### src/rtl/ram_fifo_ctrl.sv
// ram_fifo_ctrl: turns a single-port RAM into a valid/ready stream FIFO.
// The RAM port is shared between pushes and refills of a single registered
// output slot. A refill always takes the port, so a push stalls for that
// cycle. Total capacity is DEPTH words in RAM plus the output slot.
module ram_fifo_ctrl #(
  parameter int BUS_WIDTH     = 8,
  parameter int ADDRESS_WIDTH = 2
) (
  input  logic                     clk,
  input  logic                     rst_n,
  input  logic                     in_valid,
  input  logic [BUS_WIDTH-1:0]     in_data,
  output logic                     in_ready,
  output logic                     out_valid,
  output logic [BUS_WIDTH-1:0]     out_data,
  input  logic                     out_ready,
  output logic                     full,
  output logic                     empty,
  output logic [ADDRESS_WIDTH:0]   level,
  output logic [ADDRESS_WIDTH-1:0] ram_ad,
  output logic                     ram_st,
  output logic [BUS_WIDTH-1:0]     ram_x,
  input  logic [BUS_WIDTH-1:0]     ram_o
);

  localparam int DEPTH = 1 << ADDRESS_WIDTH;
  localparam logic [ADDRESS_WIDTH:0] DEPTH_CNT = (ADDRESS_WIDTH+1)'(DEPTH);

  logic [ADDRESS_WIDTH-1:0] wr_ptr;
  logic [ADDRESS_WIDTH-1:0] rd_ptr;
  logic [ADDRESS_WIDTH:0]   mem_count;
  logic                     rd;
  logic                     wr;

  // Port arbitration: refill of the output slot wins over a push.
  always_comb begin
    rd       = rst_n && (mem_count != '0) && (!out_valid || out_ready);
    in_ready = rst_n && (mem_count != DEPTH_CNT) && !rd;
    wr       = in_valid && in_ready;
    ram_ad   = rd ? rd_ptr : wr_ptr;
    ram_st   = wr;
    ram_x    = in_data;
  end

  // Pointers, RAM occupancy and the registered output slot.
  always_ff @(posedge clk) begin
    if (!rst_n) begin
      wr_ptr    <= '0;
      rd_ptr    <= '0;
      mem_count <= '0;
      out_valid <= 1'b0;
      out_data  <= '0;
    end else begin
      if (rd) begin
        out_data  <= ram_o;
        out_valid <= 1'b1;
        rd_ptr    <= rd_ptr + 1'b1;
      end else if (out_valid && out_ready) begin
        out_valid <= 1'b0;
      end
      if (wr) begin
        wr_ptr <= wr_ptr + 1'b1;
      end
      // rd and wr never coincide, so the count moves by at most one.
      case ({rd, wr})
        2'b10:   mem_count <= mem_count - 1'b1;
        2'b01:   mem_count <= mem_count + 1'b1;
        default: mem_count <= mem_count;
      endcase
    end
  end

  assign full  = (mem_count == DEPTH_CNT);
  assign level = mem_count + {{ADDRESS_WIDTH{1'b0}}, out_valid};
  assign empty = (level == '0);

endmodule
### config.mk
export PLATFORM = sky130hd
export DESIGN_NAME = ram_fifo_ctrl
export DESIGN_NICKNAME = d
export VERILOG_FILES = /design/src/rtl/ram_fifo_ctrl.sv
export SDC_FILE = /design/constraint.sdc
export NUM_CORES = 1
export LEC_CHECK = 0
export BUFFER_PORTS_ARGS = -buffer_cell sky130_fd_sc_hd__buf_2
export CORE_MARGIN = 5
export CORE_UTILIZATION = 30
export DETAILED_ROUTE_END_ITERATION = 6
export SYNTH_ARGS = -nofsm -noshare
export SYNTH_HDL_FRONTEND = slang
export SYNTH_SLANG_ARGS = --single-unit
### constraint.sdc
create_clock -name clk -period 2.7 [get_ports clk]
set_input_delay 0.27 -clock clk [delete_from_list [all_inputs] [get_ports clk]]
set_output_delay 0.27 -clock clk [all_outputs]
set_load 0.02 [all_outputs]
==> results of run 1 <==
## synth_stat cells, drive strengths merged
cell type   n  share of area, %
dfxtp      16                39
nor3        2               1.2
buf        11                11
and2        4               3.0
fa          1               2.4
nand3       9               5.5
clkbuf      1              0.45
xnor2       2               2.1
nor2        1              0.45
xor2        2               2.1
a21boi      2               1.8
ha          3               4.6
nand2b      3               2.3
mux2i       4               4.9
nor2b       1              0.76
or3         2               1.5
inv         1              0.45
nand2      26                13
o21ai       2               1.2
and3        2               2.1
clkinv      1              0.61
## routing by layer
layer / global-route usage (%) / wire (µm)
met1: 9.75 / 720
met5: 0 / 0
met4: 6.63 / 42
met2: 15.3 / 908
met3: 1.80 / 65
## layout by cell type (no fill, tap or decap), drive strengths merged
cell,n
buf,30
nand2,26
dfxtp,16
nand3,9
and2,4
mux2i,4
clkbuf,4
nand2b,3
ha,3
or3,2
xor2,2
nor3,2
a21boi,2
xnor2,2
o21ai,2
and3,2
nor2,1
clkinv,1
inv,1
nor2b,1
fa,1
## what timing repair did
item	in CTS	in global routing
endpoints found under the hold margin	0	0
endpoints found under the setup margin	0	1
gates resized for setup	0	2
## per-stage QoR
stage,power (mW),instance area [µm²],worst slack [ns]
detailed placement,1.03,922,0.187
global placement,1.01,922,0.321
global route,1.29,962,0.0332
CTS,1.19,958,0.161
finish,1.18,962,0.247
floorplan,0.878,825,0.214
## critical path, stage by stage (launching register included)
cell,delay (ns)
dfxtp_1,0.39
or3_1,0.43
o21ai_2,0.11
and3_1,0.20
ha_1,0.19
inv_1,0.06
fa_1,0.37
xor2_1,0.16
or3_1,0.30
a21boi_0,0.17
## cell type report
cell class	instances	share of cell area, %
flip-flops and latches	16	33.3
repair buffers	30	15.9
inverters	2	0.910
multi-input cells	66	42.1
clock buffers	4	3.77
well taps	31	4.03
## how the worst min path moves through the flow
| stage | from | to | depth (start not counted) |
|---|---|---|---|
| 6_report | ram_o[1] | out_data[1]$_SDFFE_PN0P_ | 3 |
| 5_1_grt | ram_o[6] | out_data[6]$_SDFFE_PN0P_ | 3 |
| 4_1_cts | ram_o[1] | out_data[1]$_SDFFE_PN0P_ | 3 |
| 3_5_place_dp | out_data[5]$_SDFFE_PN0P_ | out_data[5]$_SDFFE_PN0P_ | 2 |
| 3_3_place_gp | out_data[7]$_SDFFE_PN0P_ | out_data[7]$_SDFFE_PN0P_ | 2 |
| 2_1_floorplan | ram_o[0] | out_data[0]$_SDFFE_PN0P_ | 2 |
## sequential cells by signal (all words and copies together), names as in the netlist
register / count
out_data: 8
mem_count: 3
rd_ptr: 2
wr_ptr: 2
out_valid: 1
## where the power goes
group          internal, mW  switching [mW]
combinational         0.249           0.381
sequential            0.322          0.0717
clock                0.0822          0.0761
total                 0.653           0.529
## kinds of logic (layout without fill, tap and decap cells)
kind of cell | after synthesis | after routing | synth area share, %
xor+xnor | 4 | 4 | 4.25
fa+ha+maj | 4 | 4 | 6.98
simple gates | 50 | 50 | 29.6
mux | 4 | 4 | 4.86
buf+inv | 14 | 36 | 12.4
flops | 16 | 16 | 38.8
compound gates | 4 | 4 | 3.03
==> flow_summary.json, run 1 <==
{
  "cp.required_ns": 2.92,
  "clkLatencyLatePin_ns": 0.29,
  "drt-pass1-iter-count": 4,
  "tns_ns": 0,
  "die_w_um": 62.4,
  "syn_area_um2": 825,
  "r2r_end": "mem_count[2]$_SDFFE_PN0P_",
  "grt_setup_unrepaired": "no",
  "clock_tree.htree_level_count": 1,
  "max_freq_ghz": 0.408,
  "rows": 19,
  "hold_viol_final": 0,
  "synth.distinct_cells": 24,
  "min_period_ns": 2.45,
  "slew_violations": 0,
  "fillers": 292,
  "n_antenna_cell": 0,
  "place.port_buffers": 29,
  "p_leak_nw": 0.533,
  "relSlewSlack_pct": 78.2,
  "syn_inst": 96,
  "antenna_left": 0,
  "dieArea_mm2": 0.00390,
  "initial_core_util_pct": 30.7,
  "clock-root-buffer": "clkbuf_4",
  "drive_gt1_share_pct": 32.2,
  "grt_pass1_wl_um": 2890,
  "hp-class": "in -> reg",
  "grt_max_degree": 22,
  "wl_per_cell_um": 11.7,
  "clockBufferDepth": 2,
  "core_area_mm2": 0.00269,
  "power.density_mw_per_mm2": 1230,
  "ys_ff_latch": 16,
  "worst_ep_arrival_time_ns": 2.67,
  "path_clk_slew_ns": 0.09,
  "regArea_um2": 320,
  "hpwl_um": 1340,
  "startpoint": "mem_count[0]$_SDFFE_PN0P_",
  "clock_sinks": 16,
  "ys_seq_area_share_pct": 38.8,
  "avgSynthCellArea_um2": 8.59,
  "rr_worst_depth": 9,
  "fin_cells": 149,
  "setup_viol": 0,
  "finClkSkew_ns": 0.00144,
  "drc_errors": 0,
  "gp_congestion": 0.746,
  "ir_drop_uv": 406,
  "numCtsBuffers": 3,
  "drt_iter0_markers": 10,
  "tightest_slew_ns": 0.327,
  "multi_input_area_um2": 405,
  "rr_startpoint": "mem_count[0]$_SDFFE_PN0P_",
  "regToRegSetupSlack_ns": 0.25,
  "holdBufCountCts": 0,
  "endpoint": "mem_count[2]$_SDFFE_PN0P_",
  "synth_nets": 120,
  "finalCritPeriodShare_pct": 90.9,
  "crit_path_end_kind": "flop",
  "critPathMaxFanout": 6,
  "yosys_warnings": 0,
  "maxCapViolations": 0,
  "utilization_pct": 35.8,
  "nets": 143,
  "first_global_vias": 656,
  "io_pins": 46,
  "outcome": "completed",
  "antenna_found_initial": 0,
  "crit_type": "reg -> reg",
  "overflow": 0,
  "wl_um": 1740,
  "area_growth_pct": 16.7,
  "post_cts_buffers": 0,
  "grtUsageTotal_pct": 9.00,
  "vias_per_cell": 4.49,
  "die_y_um": 62.4,
  "dp_cells": 145,
  "holdWs_ns": 0.158,
  "cts_tree": "done",
  "crit_path_start_kind": "flop",
  "dr_total_vias": 669
}
No activity file was read; power rests on OpenSTA's default activity.
==> inputs of run 2 (changes only) <==
CORE_ASPECT_RATIO = 2   (was not set)
==> run 2 against run 1 <==
Effect of this change:
- utilization is 0.25 points higher
- maximum frequency decreased by 4.2%
- combinational power down 0.6%
- highest routed layer unchanged
- flip-flop and latch count unchanged
- clock-buffer cell count unchanged
- final cell count is 1.3% lower
- critical endpoint unchanged
==> flow_summary.json, run 2 (synthesis gave the netlist of run 1 again) <==
{
  "worst_ep_arrival_time_ns": 2.72,
  "die_y_um": 84.1,
  "clock-root-buffer": "clkbuf_8",
  "die_w_um": 47.1,
  "cts_resized": 0,
  "wl_per_cell_um": 12.6,
  "core_area_mm2": 0.00270,
  "maxCapViolations": 0,
  "hpwl_um": 1380,
  "swShare_pct": 43.2,
  "finalCritPeriodShare_pct": 94.8,
  "fillers": 296,
  "clockBufferDepth": 2,
  "clock_sinks": 16,
  "rows": 27,
  "first_global_vias": 682,
  "power_frac_comb_pct": 51.0,
  "final_cell_mix": "29 x buf_2, 25 x nand2_1, 16 x dfxtp_1",
  "largestRegisters": "out_data x8, mem_count x3",
  "cp.required_ns": 2.86,
  "tns_ns": 0,
  "path_clk_slew_ns": 0.06,
  "fin_cells": 147,
  "clock_tree.htree_level_count": 1,
  "hp-class": "in -> reg",
  "antenna_found_initial": 0,
  "cp_slowest_cell": "or3_1",
  "crit_path_start_kind": "flop",
  "gp_congestion": 0.749,
  "drt_iter0_markers": 44,
  "finClkSkew_ns": 0.00228,
  "p_leak_nw": 0.540,
  "initial_core_util_pct": 30.5,
  "crit_path_end_kind": "flop",
  "final_common_cell": "buf_2",
  "antenna_left": 0,
  "slew_violations": 0,
  "dr_total_vias": 692,
  "wl_met1_um": 678,
  "grt_max_degree": 22,
  "setup_viol": 0,
  "crit_type": "reg -> reg",
  "grt_setup_unrepaired": "no",
  "top_register": "out_data",
  "outcome": "completed",
  "p_sw_uw": 530,
  "preCtsSetupSlack_ns": 0.183,
  "met3WireLength_um": 160,
  "vias_per_cell": 4.71,
  "max_stage_delay_ns": 0.41,
  "met2WireLength_um": 987,
  "wl_um": 1850,
  "drive_gt1_share_pct": 31.4,
  "largest_reg_flops": 8,
  "design_area_um2": 975,
  "dieArea_mm2": 0.00396,
  "regArea_um2": 320,
  "io_pins": 46,
  "area_growth_pct": 18.2,
  "nets": 143,
  "p_int_uw": 697,
  "cp_common_cell": "or3_1",
  "routed.top_layer": "met4",
  "ir_drop_uv": 535,
  "relSlewSlack_pct": 77.3,
  "multi_input_area_um2": 402,
  "drc_errors": 0,
  "min_period_ns": 2.56,
  "setup_slack_ns": 0.140,
  "overflow": 0,
  "hold_viol_final": 0,
  "place.port_buffers": 29,
  "seqPwrFrac_pct": 32.4,
  "clkPwrFrac_pct": 16.6,
  "holdBufCountCts": 0,
  "place_area_um2": 920,
  "grtUsageTotal_pct": 9.92,
  "grt_pass1_wl_um": 2920,
  "power.density_mw_per_mm2": 1260,
  "max_freq_ghz": 0.391,
  "numCtsBuffers": 3,
  "p_total_mw": 1.23,
  "critPathMaxFanout": 6,
  "drt-pass1-iter-count": 3,
  "dp_cells": 143,
  "n_antenna_cell": 0,
  "cts_tree": "done",
  "post_cts_buffers": 0,
  "clkLatencyLatePin_ns": 0.24,
  "path_cells": "or3_1, o21ai_0, and3_1, ha_1, inv_1, fa_1, xor2_1, or3_1, a21boi_0",
  "tightest_slew_ns": 0.337
}
## run 2: cell counts in the layout (fill, tap and decap cells not counted)
Identical to the previous run, type by type.
## run 2: power by group through the flow
| stage | sequential [mW] | combinational [mW] | clock [mW] |
|---|---|---|---|
| 6_report | 0.398 | 0.626 | 0.203 |
| 5_1_grt | 0.409 | 0.687 | 0.227 |
| 4_1_cts | 0.398 | 0.636 | 0.212 |
| 3_5_place_dp | 0.402 | 0.631 | 0 |
| 3_3_place_gp | 0.396 | 0.613 | 0 |
| 2_1_floorplan | 0.446 | 0.432 | 0 |
## run 2: worst paths after layout
check / startpoint / to / slack (ns) / cells after the start
min reg2reg: out_data[3]$_SDFFE_PN0P_ / out_data[3]$_SDFFE_PN0P_ / 0.45 / 2
max reg2reg: mem_count[0]$_SDFFE_PN0P_ / mem_count[2]$_SDFFE_PN0P_ / 0.14 / 9
min: ram_o[3] / out_data[3]$_SDFFE_PN0P_ / 0.21 / 3
max: mem_count[0]$_SDFFE_PN0P_ / mem_count[2]$_SDFFE_PN0P_ / 0.14 / 9
## run 2: final cells by class
type | instances | area share, %
sequential | 16 | 32.9
clock buffer | 4 | 5.65
tap | 29 | 3.72
multi-input combinational | 66 | 41.2
timing repair buffer | 30 | 15.7
inverter | 2 | 0.899
## run 2: routing by layer
layer  track usage, %  up-vias
met5                0        -
met4             4.53        0
met3             3.00        2
met2             16.7       30
met1             10.6      314
li1                 -      346
## run 2: critical path, delay by kind of cell, from the launching register on
kind	cells	cell delay (ns)
AOI/OAI and AO/OA	2	0.35
and+or+nand+nor	3	0.97
adders and majority gates	2	0.56
DFF	1	0.38
buffers and inverters	1	0.06
xor gates and xnor gates	1	0.17
## run 2: stage by stage
stage,utilization (%),hold WS [ns]
2_1_floorplan,-,0.369
3_3_place_gp,34.0,0.440
3_5_place_dp,34.0,0.450
4_1_cts,36.1,0.205
5_1_grt,36.1,0.213
6_report,36.1,0.212
==> inputs of run 3 (changes only) <==
CORE_MARGIN = 2   (was 5)
==> run 3 against run 2 <==
Effect of this change:
- cell area fell by 0.13%
- sequential share of layout area barely moved
- combinational power fell by 1%
- critical path depth did not move
- utilization rose by 1.8 points
- flip-flop and latch count did not move
- non-clock buffer count did not move
- global-route usage rose by 1.8 points
- hold slack got worse by 0.0051 ns
- highest routed layer unchanged
==> flow_summary.json, run 3 (synthesis gave the netlist of run 1 again) <==
{
  "clockBufferDepth": 2,
  "dieArea_mm2": 0.00321,
  "fillers": 267,
  "clkLatencyLatePin_ns": 0.24,
  "hold_viol_final": 0,
  "core_area_mm2": 0.00257,
  "nets": 143,
  "cts_tree": "done",
  "power.density_mw_per_mm2": 1260,
  "regArea_um2": 320,
  "tns_ns": 0,
  "finalCritPeriodShare_pct": 92.1,
  "drc_errors": 0,
  "grtUsageTotal_pct": 11.7,
  "clock_sinks": 16,
  "grtUsageMet2_pct": 18.4,
  "crit_path_start_kind": "flop",
  "antenna_found_initial": 0,
  "ir_drop_uv": 575,
  "hpwl_um": 1200,
  "use_met3_pct": 1.69,
  "met1_usage_pct": 14.1,
  "antenna_left": 0,
  "min_period_ns": 2.49,
  "hold_end": "out_data[0]$_SDFFE_PN0P_",
  "grt.busiest_layer": "met2",
  "drt_iter0_markers": 11,
  "max_freq_ghz": 0.402,
  "crit_path_end_kind": "flop",
  "vias_per_cell": 4.57,
  "hp-start": "ram_o[0]",
  "utilization_pct": 37.9,
  "initial_core_util_pct": 32.1,
  "rows": 26,
  "die_w_um": 41.1,
  "dr_total_vias": 667,
  "slew_violations": 0,
  "wl_per_cell_um": 10.9,
  "grt_max_degree": 22,
  "gp_congestion": 0.673,
  "preCtsSetupSlack_ns": 0.215,
  "critPathMaxFanout": 6,
  "largest_reg_flops": 8,
  "numCtsBuffers": 3,
  "clock-root-buffer": "clkbuf_8",
  "area_growth_pct": 18.1,
  "final_common_cell": "buf_2",
  "setup_slack_ns": 0.213,
  "holdBufCountCts": 0,
  "drt-pass1-iter-count": 4,
  "place.port_buffers": 29,
  "largestRegisters": "out_data x8, mem_count x3",
  "finClkSkew_ns": 0.00411,
  "crit_type": "reg -> reg",
  "p_leak_nw": 0.540,
  "relSlewSlack_pct": 77.3,
  "rr_startpoint": "mem_count[0]$_SDFFE_PN0P_",
  "whs_path_depth": 3,
  "multi_input_area_um2": 402,
  "tightest_slew_ns": 0.340,
  "outcome": "completed",
  "wl_um": 1590,
  "final_cell_mix": "29 x buf_2, 25 x nand2_1, 16 x dfxtp_1",
  "cp.required_ns": 2.87,
  "grt_setup_unrepaired": "no",
  "setup_viol": 0,
  "maxCapViolations": 0,
  "post_cts_buffers": 0,
  "r2r_end": "mem_count[2]$_SDFFE_PN0P_",
  "path_clk_slew_ns": 0.06,
  "regToRegSetupSlack_ns": 0.21,
  "io_pins": 46,
  "overflow": 0,
  "n_antenna_cell": 0,
  "drive_gt1_share_pct": 31.4,
  "worst_ep_arrival_time_ns": 2.66,
  "grt_pass1_wl_um": 2660,
  "cts_resized": 0,
  "die_y_um": 78.1,
  "rr_worst_depth": 9,
  "top_register": "out_data",
  "first_global_vias": 642,
  "clock_tree.htree_level_count": 1,
  "hp-class": "in -> reg"
}
run 3: cell types whose count changed in the layout (fill, tap and decap cells not counted):
cell     delta
o21ai_0     -1
o21ai_1     +1
run 3: critical path, stage by stage (launching register included):
cell      delay (ns)
dfxtp_1         0.39
or3_1           0.41
o21ai_1         0.16
and3_1          0.22
ha_1            0.19
inv_1           0.06
fa_1            0.37
xor2_1          0.15
or3_1           0.30
a21boi_0        0.17
run 3: layout make-up:
cell class	count	share of cell area, %
clock buffer	4	5.66
inverter	2	0.900
multi-input combinational	66	41.3
sequential	16	32.9
tap	28	3.60
timing repair buffer	30	15.7
run 3: power by group:
group	switching [mW]	internal, mW
logic	0.372	0.248
clock network	0.0769	0.129
registers	0.0735	0.323
run 3: routing by layer:
metal  up-vias  part of all wire, %
met5         -                    0
met4         0                  1.4
met3         2                  6.6
met2        22                   47
met1       299                   45
li1        344                    -
run 3: how the worst max path moves through the flow:
stage                               from                        end  slack (ns)
6_report       mem_count[0]$_SDFFE_PN0P_  mem_count[2]$_SDFFE_PN0P_        0.21
5_1_grt        mem_count[0]$_SDFFE_PN0P_  mem_count[2]$_SDFFE_PN0P_       0.003
4_1_cts        mem_count[0]$_SDFFE_PN0P_  mem_count[2]$_SDFFE_PN0P_        0.20
3_5_place_dp   mem_count[0]$_SDFFE_PN0P_  mem_count[2]$_SDFFE_PN0P_        0.21
3_3_place_gp   mem_count[0]$_SDFFE_PN0P_  mem_count[2]$_SDFFE_PN0P_        0.32
2_1_floorplan  mem_count[0]$_SDFFE_PN0P_  mem_count[2]$_SDFFE_PN0P_        0.21
run 3: through the flow:
| step | power, mW | cell area (µm²) | cells | hold slack, ns |
|---|---|---|---|---|
| final | 1.22 | 973 | 146 | 0.207 |
| after global routing | 1.34 | 973 | 146 | 0.211 |
| after CTS | 1.23 | 973 | 146 | 0.204 |
| after detailed placement | 1.02 | 918 | 142 | 0.444 |
| after global placement | 1.01 | 918 | 142 | 0.442 |
| after floorplan | 0.878 | 825 | 96 | 0.369 |
